**src/rtl/sym_err_counter.sv**
```systemverilog
// sym_err_counter: finds the tx->rx symbol delay by search, then counts symbols and symbol errors.
// Ports: clk, reset (async, high); clk_en symbol enable; sym_tx/sym_rx symbol streams;
// clr_counts sync clear of counters; locked, delay_out, sym_count, err_count, err_flag status.
module sym_err_counter #(
  parameter int unsigned SYM_W       = 2,
  parameter int unsigned MAX_DELAY   = 15,
  parameter int unsigned DLY_W       = 4,
  parameter int unsigned SEARCH_LEN  = 64,
  parameter int unsigned LOCK_THRESH = 4,
  parameter int unsigned UNLOCK_WIN  = 64,
  parameter int unsigned UNLOCK_ERRS = 16
) (
  input  logic             clk,
  input  logic             reset,
  input  logic             clk_en,
  input  logic [SYM_W-1:0] sym_tx,
  input  logic [SYM_W-1:0] sym_rx,
  input  logic             clr_counts,
  output logic             locked,
  output logic [DLY_W-1:0] delay_out,
  output logic [31:0]      sym_count,
  output logic [31:0]      err_count,
  output logic             err_flag
);
  localparam int unsigned WMAX  = (SEARCH_LEN > UNLOCK_WIN) ? SEARCH_LEN : UNLOCK_WIN;
  localparam int unsigned WIN_W = $clog2(WMAX + 1);
  typedef enum logic {SEARCH, LOCKED} state_t;
  state_t            state_q, state_d;
  logic [DLY_W-1:0]  dly_q, dly_d, dly_inc;
  logic [WIN_W-1:0]  win_cnt_q, win_cnt_d, win_err_q, win_err_d, tot;
  logic [31:0]       sym_cnt_q, sym_cnt_d, err_cnt_q, err_cnt_d;
  logic              flag_q, flag_d, mis;
  logic [SYM_W-1:0]  ref_sym;
  logic [SYM_W-1:0]  hist_q [MAX_DELAY];
  // dly_q is the candidate while searching and the locked delay afterwards
  assign ref_sym = (dly_q == '0) ? sym_tx : hist_q[dly_q - 1'b1];
  assign mis     = (sym_rx != ref_sym);
  assign tot     = win_err_q + WIN_W'(mis);
  assign dly_inc = (dly_q == DLY_W'(MAX_DELAY)) ? '0 : dly_q + 1'b1;
  always_comb begin
    state_d   = state_q;
    dly_d     = dly_q;
    win_cnt_d = win_cnt_q;
    win_err_d = win_err_q;
    sym_cnt_d = sym_cnt_q;
    err_cnt_d = err_cnt_q;
    flag_d    = flag_q;
    if (clk_en) begin
      if (state_q == SEARCH) begin
        win_cnt_d = (win_cnt_q == WIN_W'(SEARCH_LEN - 1)) ? '0 : win_cnt_q + 1'b1;
        win_err_d = (win_cnt_q == WIN_W'(SEARCH_LEN - 1)) ? '0 : tot;
        if (win_cnt_q == WIN_W'(SEARCH_LEN - 1)) begin
          state_d = (tot <= WIN_W'(LOCK_THRESH)) ? LOCKED : SEARCH;
          dly_d   = (tot <= WIN_W'(LOCK_THRESH)) ? dly_q : dly_inc;
        end
      end else begin
        sym_cnt_d = (sym_cnt_q == '1) ? sym_cnt_q : sym_cnt_q + 1'b1;
        err_cnt_d = (mis && err_cnt_q != '1) ? err_cnt_q + 1'b1 : err_cnt_q;
        flag_d    = mis;
        win_cnt_d = (win_cnt_q == WIN_W'(UNLOCK_WIN - 1)) ? '0 : win_cnt_q + 1'b1;
        win_err_d = (win_cnt_q == WIN_W'(UNLOCK_WIN - 1)) ? '0 : tot;
        // too many errors in this window: drop lock and resume search past the old delay
        if (tot >= WIN_W'(UNLOCK_ERRS)) begin
          state_d   = SEARCH;
          flag_d    = 1'b0;
          dly_d     = dly_inc;
          win_cnt_d = '0;
          win_err_d = '0;
        end
      end
    end
    if (clr_counts) begin
      sym_cnt_d = '0;
      err_cnt_d = '0;
    end
  end
  always_ff @(posedge clk or posedge reset) begin
    if (reset) begin
      state_q   <= SEARCH;
      dly_q     <= '0;
      win_cnt_q <= '0;
      win_err_q <= '0;
      sym_cnt_q <= '0;
      err_cnt_q <= '0;
      flag_q    <= 1'b0;
    end else begin
      state_q   <= state_d;
      dly_q     <= dly_d;
      win_cnt_q <= win_cnt_d;
      win_err_q <= win_err_d;
      sym_cnt_q <= sym_cnt_d;
      err_cnt_q <= err_cnt_d;
      flag_q    <= flag_d;
    end
  end
  always_ff @(posedge clk or posedge reset) begin
    if (reset) begin
      for (int k = 0; k < int'(MAX_DELAY); k++) hist_q[k] <= '0;
    end else if (clk_en) begin
      hist_q[0] <= sym_tx;
      for (int k = 1; k < int'(MAX_DELAY); k++) hist_q[k] <= hist_q[k-1];
    end
  end
  assign locked    = (state_q == LOCKED);
  assign delay_out = dly_q;
  assign sym_count = sym_cnt_q;
  assign err_count = err_cnt_q;
  assign err_flag  = flag_q;
endmodule
```
**config.mk**
```make
export PLATFORM = sky130hd
export DESIGN_NAME = sym_err_counter
export DESIGN_NICKNAME = d
export VERILOG_FILES = /design/src/rtl/sym_err_counter.sv
export SDC_FILE = /design/constraint.sdc
export NUM_CORES = 1
export LEC_CHECK = 0
export ABC_AREA = 1
export BUFFER_PORTS_ARGS = -buffer_cell sky130_fd_sc_hd__buf_2
export CAP_MARGIN = 20
export CORE_UTILIZATION = 39
export CTS_CLUSTER_SIZE = 16
export DETAILED_ROUTE_END_ITERATION = 16
export SLEW_MARGIN = 10
export SYNTH_ARGS = -nofsm -noshare
export SYNTH_HDL_FRONTEND = slang
export SYNTH_SLANG_ARGS = --single-unit
export TNS_END_PERCENT = 5
```
**constraint.sdc**
```tcl
create_clock -name clk -period 4.2 [get_ports clk]
set_input_delay 0.84 -clock clk [delete_from_list [all_inputs] [get_ports clk]]
set_output_delay 0.84 -clock clk [all_outputs]
set_load 0.02 [all_outputs]
```
* After elaboration in Yosys (flattened, before gate mapping)
Index checks and enable logic that the tools add are counted.
** Word-level totals
- Input bits :: 8
- Bits in registers :: 114
- Output and inout bits :: 70
- Logic and storage cells :: 78
** Cells by class
- Equal/unequal tests :: 8
- Muxes and demuxes :: 28
- Reductions and logical operators :: 10
- Bitwise logic cells :: 1
- Add/sub/neg operators :: 6
- $lt $le $gt $ge :: 3
** Operator list (count)
- $mux 32 :: 8
- $add 32x1->32 const B :: 2
- $mux 7 :: 6
- $eq 32x32->1 const B :: 1
- $ne 32x32->1 const B :: 1
- $mux 4 :: 5
- $bmux 2 s4 :: 1
- $reduce_bool 2->1 :: 4
- $add 7x1->7 :: 1
- $add 7x1->7 const B :: 1
- $eq 7x6->1 const B :: 1
- $ge 7x5->1 const B :: 1
- $le 7x3->1 const B :: 1
- $mux 2 :: 3
- $reduce_and 3->1 :: 2
- $ge 5x5->1 const B :: 1
- $mux 1 :: 5
- $not 4->5 :: 1
- $add 4x1->4 const B :: 1
- $eq 4x4->1 const B :: 1
- $logic_not 4->1 :: 1
- $ne 2x2->1 const B :: 2
- $reduce_and 4->1 :: 1
- $sub 4x1->4 const B :: 1
- 4 further kinds :: 4

* Longest topological paths before layout
- Depth after elaboration :: 12
- Gate-level depth with buffers :: 31
- Gate-level depth less buffers :: 27

* Least setup slack after synthesis
No wires, ideal clock.
- Kind :: reg-to-reg
- Start :: register dly_q[0], in the netlist delay_out[0]
- End :: register dly_q[2], in the netlist delay_out[2]
- Required time :: 4.076 ns
- Library setup time :: 0.124 ns
- Slack :: 0.494 ns
- Path buffers :: 5
- Data arrival time :: 3.582 ns
- Stages on the path, launching flop included :: 32
- Cells stage by stage :: dfrtp_1 buf_4 inv_4 buf_6 ha_1 buf_2 inv_2 nand3_1 nand2_1 nand2_1 nand3_1 nand3_1 nand2_1 nand2_1 nand2_1 nand2_2 buf_6 buf_4 ha_1 ha_1 nand2_1 inv_1 nand4_1 xor2_1 inv_1 nand3_1 nand2_1 nand2_1 nand2_1 inv_1 nand2_1 xor2_1
** Between the ends
- Cells in the longest elaborated chain, start to end :: 11
** Ends and longest elaborated chain
- start, declared :: RTL line 29 : logic [DLY_W-1:0] dly_q, dly_d, dly_inc;
- start signal, assigned :: RTL line 88 : dly_q <= dly_d;
- $sub 4x1->4 :: RTL line 36 : assign ref_sym = (dly_q == '0) ? sym_tx : hist_q[dly_q - 1'b1];
- $not 4->5 (implied by the code) :: RTL line 36
- $bmux 2 s4 :: RTL line 36
- $mux 2 (implied by the code) (2 in a row) :: RTL line 36
- $mux 2 :: RTL line 36
- $ne 2x2->1 :: RTL line 37 : assign mis = (sym_rx != ref_sym);
- $add 7x1->7 :: RTL line 38 : assign tot = win_err_q + WIN_W'(mis);
- $ge 7x5->1 / $le 7x3->1 (equally long branches) :: RTL line 63, 54
- $ne 2x1->1 (no source line) / $ne 2x2->1 (equally long branches)
- $reduce_and 4->1 (no source line)
Parallel ways exist; a longest one is shown, timed or not. The select of a mux whose other input is x is not followed.
A chain may end at the register's enable or synchronous reset.

* Worst setup path in the final report
Same ends and word-level chain as after synthesis.

==> metrics.txt <==
CTS clk-pin slew, worst paths around 0.060 ns; RSZ-0062 raised after global routing no; PostCTS Resize Cnt 0; DR WL/cell 13.33 um; Final Wtd Congestion approximately 0.9; H-tree levels 4; sequential element share of the synthesized area 0.4074; FF+latch count, synth 114; most frequent cell after synthesis nand2_1; outcome finished, final reports clean; Synth Instances 981; first-pass GRT wire length about 28000 um; vias in the first global route 5892; synth warn 0; largest buffer count on any clock path 2; Vias 6441; Final Critical Period 3.556 ns; syn nets approximately 1000; Mapped Area 7002 sq um; Crit path top cell by count nand2_1; CP max-delay cell dfrtp_1; drt total wl between 15000 and 20000 um; Arr. time, crit path 3.86 ns; Setup WS post-layout 0.6444 ns; Max-slew headroom 0.5137; Final ANT Viol Nets 0; CTS tree yes; Tightest Hold Check Type reg2reg; Num CTS Buffers 17; leading post-synthesis cells by cell area dfrtp_1 41%, nand2_1 14%, inv_1 8.3%, nand3_1 5.8%, nand4_1 4.6%; ys async rst share 1.000; core area roughly 17000 sq um; Peak Freq 0.2812 GHz; 1st-iter DRT viols 466; setup TNS 0 ns; Die ar. approximately 18000 sq um; I/O Buffers 77; final worst-path cycle share 0.8466; DIE HEIGHT 136.0 um; Seq pwr share 0.370; DPL Wire Length 11750 um; pre-CTS setup slack a little under 0.7 ns; Worst Tran Pin Value 0.7294 ns; Synth Area per Inst 7.137 sq um; P&R area growth vs syn 15.76%; Sinks on Clock Net 114; clock root buffer clkbuf_16; Yosys top cell area share 0.4074; commonest cells in the netlist 270 x nand2_1, 155 x inv_1, 114 x dfrtp_1, 81 x nand3_1, 75 x nor2_1; Sw Ratio 0.3043; Worst setup EP type flop; Final Max Tran Viols 0; Synth Flop Type dfrtp_1; Post-Layout Cell Count 1282; Worst Path Max Fanout 23; largest net degree at the start of global routing between 100 and 150; clock latency on the worst-skew pair 0.42 ns; post-synth cell types 37; static leakage approximately 3.9 nW; die width around 140 um; Comb pwr share 0.191; Setup CP Type reg2reg; P per Cell Area 429.7 nW/um^2; Fin Hold WS 0.4906 ns; Overflow after GRT 0; Layout Nets 1061; Switch Pwr 1.060 mW; internal power roughly 2.4 mW; final hold vios 0; total power 3.483 mW; first-pass detailed-route iteration total 5; placed cell areas 7483 sq um; Tot GR Track Use 0.1939; Setup Skew 0.008509 ns; Starting Density 0.4020; num rows 48; DRC 0; Ant. Diodes 0; crit-path max cell delay 0.40 ns; layout cells sized above 1 0.1362; Finished Core Util 0.4654; cts hold-fix bufs 0; Clk pwr share 0.439; final setup fails 0; EDFF count, synth 0; Via-to-Cell Ratio 5.024; Yosys top cell by area dfrtp_1; Worst setup SP type flop; maximum VDD drop 0.3284 mV; WP data required around 4.5 ns; I/O Pins 78; Max Cap Viol 0; Fillers 1800; postcts setup bufs 0; design area 8105 sq um; dpl cells 1251; antenna violations before repair 0
-- final cells by class --
cell class,count,area (sq um),area share
flip-flops and latches,114,2853,0.3520
clock inverters,9,127.6,0.01575
repair buffers,86,465.4,0.05743
multi-input cells,658,3248,0.4007
clock buffers,22,494.2,0.06098
inverters,168,635.6,0.07842
well taps,225,281.5,0.03473
-- layer usage --
layer | vias up | wire [um] | track usage
met3 | 22 | 739 | 0.04101
met5 | - | 0 | 0
met4 | 0 | 260 | 0.07716
li1 | 3257 | - | -
met2 | 144 | 7983 | 0.3104
met1 | 3018 | 8111 | 0.2548
-- registers in the layout (all words and copies together) (netlist names) --
register   cells
err_count     32
sym_count     32
hist_q        30
win_cnt_q      7
win_err_q      7
delay_out      4
err_flag       1
locked         1
-- cell usage in the layout, fill, tap and decap left out, types with 3 or more instances in the layout --
master        n
o31ai_1      21
o21ai_0      50
buf_2        77
clkinvlp_4    3
dfrtp_1     114
nor3_1       28
clkinv_2      3
buf_4         8
nand3_1      81
a21oi_1       4
bufinv_16     3
nor4_1        8
nand2_2       3
o22ai_1       4
xor2_1       21
xnor2_1       9
clkbuf_16    17
inv_2         5
clkinv_1      7
inv_1       154
ha_1          8
nor2_4        3
nand4_1      51
clkbuf_8      5
nor2_1       75
o21ai_1       3
nand2_1     270
nor2_2        5
-- power groups by stage --
stage               clock [mW]  combinational, mW  sequential, mW
floorplan                    0              0.566            1.30
global placement             0              0.661            1.31
detailed placement           0              0.668            1.31
CTS                       1.57              0.673            1.29
global route              1.60              0.772            1.30
finish                    1.53              0.665            1.29
-- worst paths after layout --
check,slack [ns],to,depth (start not counted),from
min reg2reg,0.49,hist_q[10],2,hist_q[12]
max,0.64,delay_out[2],26,delay_out[0]
max in group asynchronous,3.17,sym_count[13],3,reset
min,0.49,hist_q[10],2,hist_q[12]
max reg2reg,0.64,delay_out[2],26,delay_out[0]
min in group asynchronous,0.55,err_count[19],3,reset
-- critical path: cells and delay by family, from the launching register on --
| family | cells | cell delay, ns |
|---|---|---|
| buffers and inverters | 5 | 0.64 |
| XOR/XNOR | 2 | 0.33 |
| AND/OR/NAND/NOR | 16 | 1.27 |
| adder cells (fa/ha/maj) | 3 | 0.77 |
| flip-flops | 1 | 0.40 |
-- logic make-up (layout without fill, tap and decap cells) --
logic type | Yosys count | in the layout | share of synthesized area
AOI/OAI and AO/OA | 87 | 87 | 0.07309
xor gates and xnor gates | 30 | 30 | 0.03753
adders and majority gates | 8 | 8 | 0.01430
buffers and inverters | 209 | 285 | 0.1288
DFF | 114 | 114 | 0.4074
and+or+nand+nor | 533 | 533 | 0.3388
No activity file was read; power rests on OpenSTA's default activity.
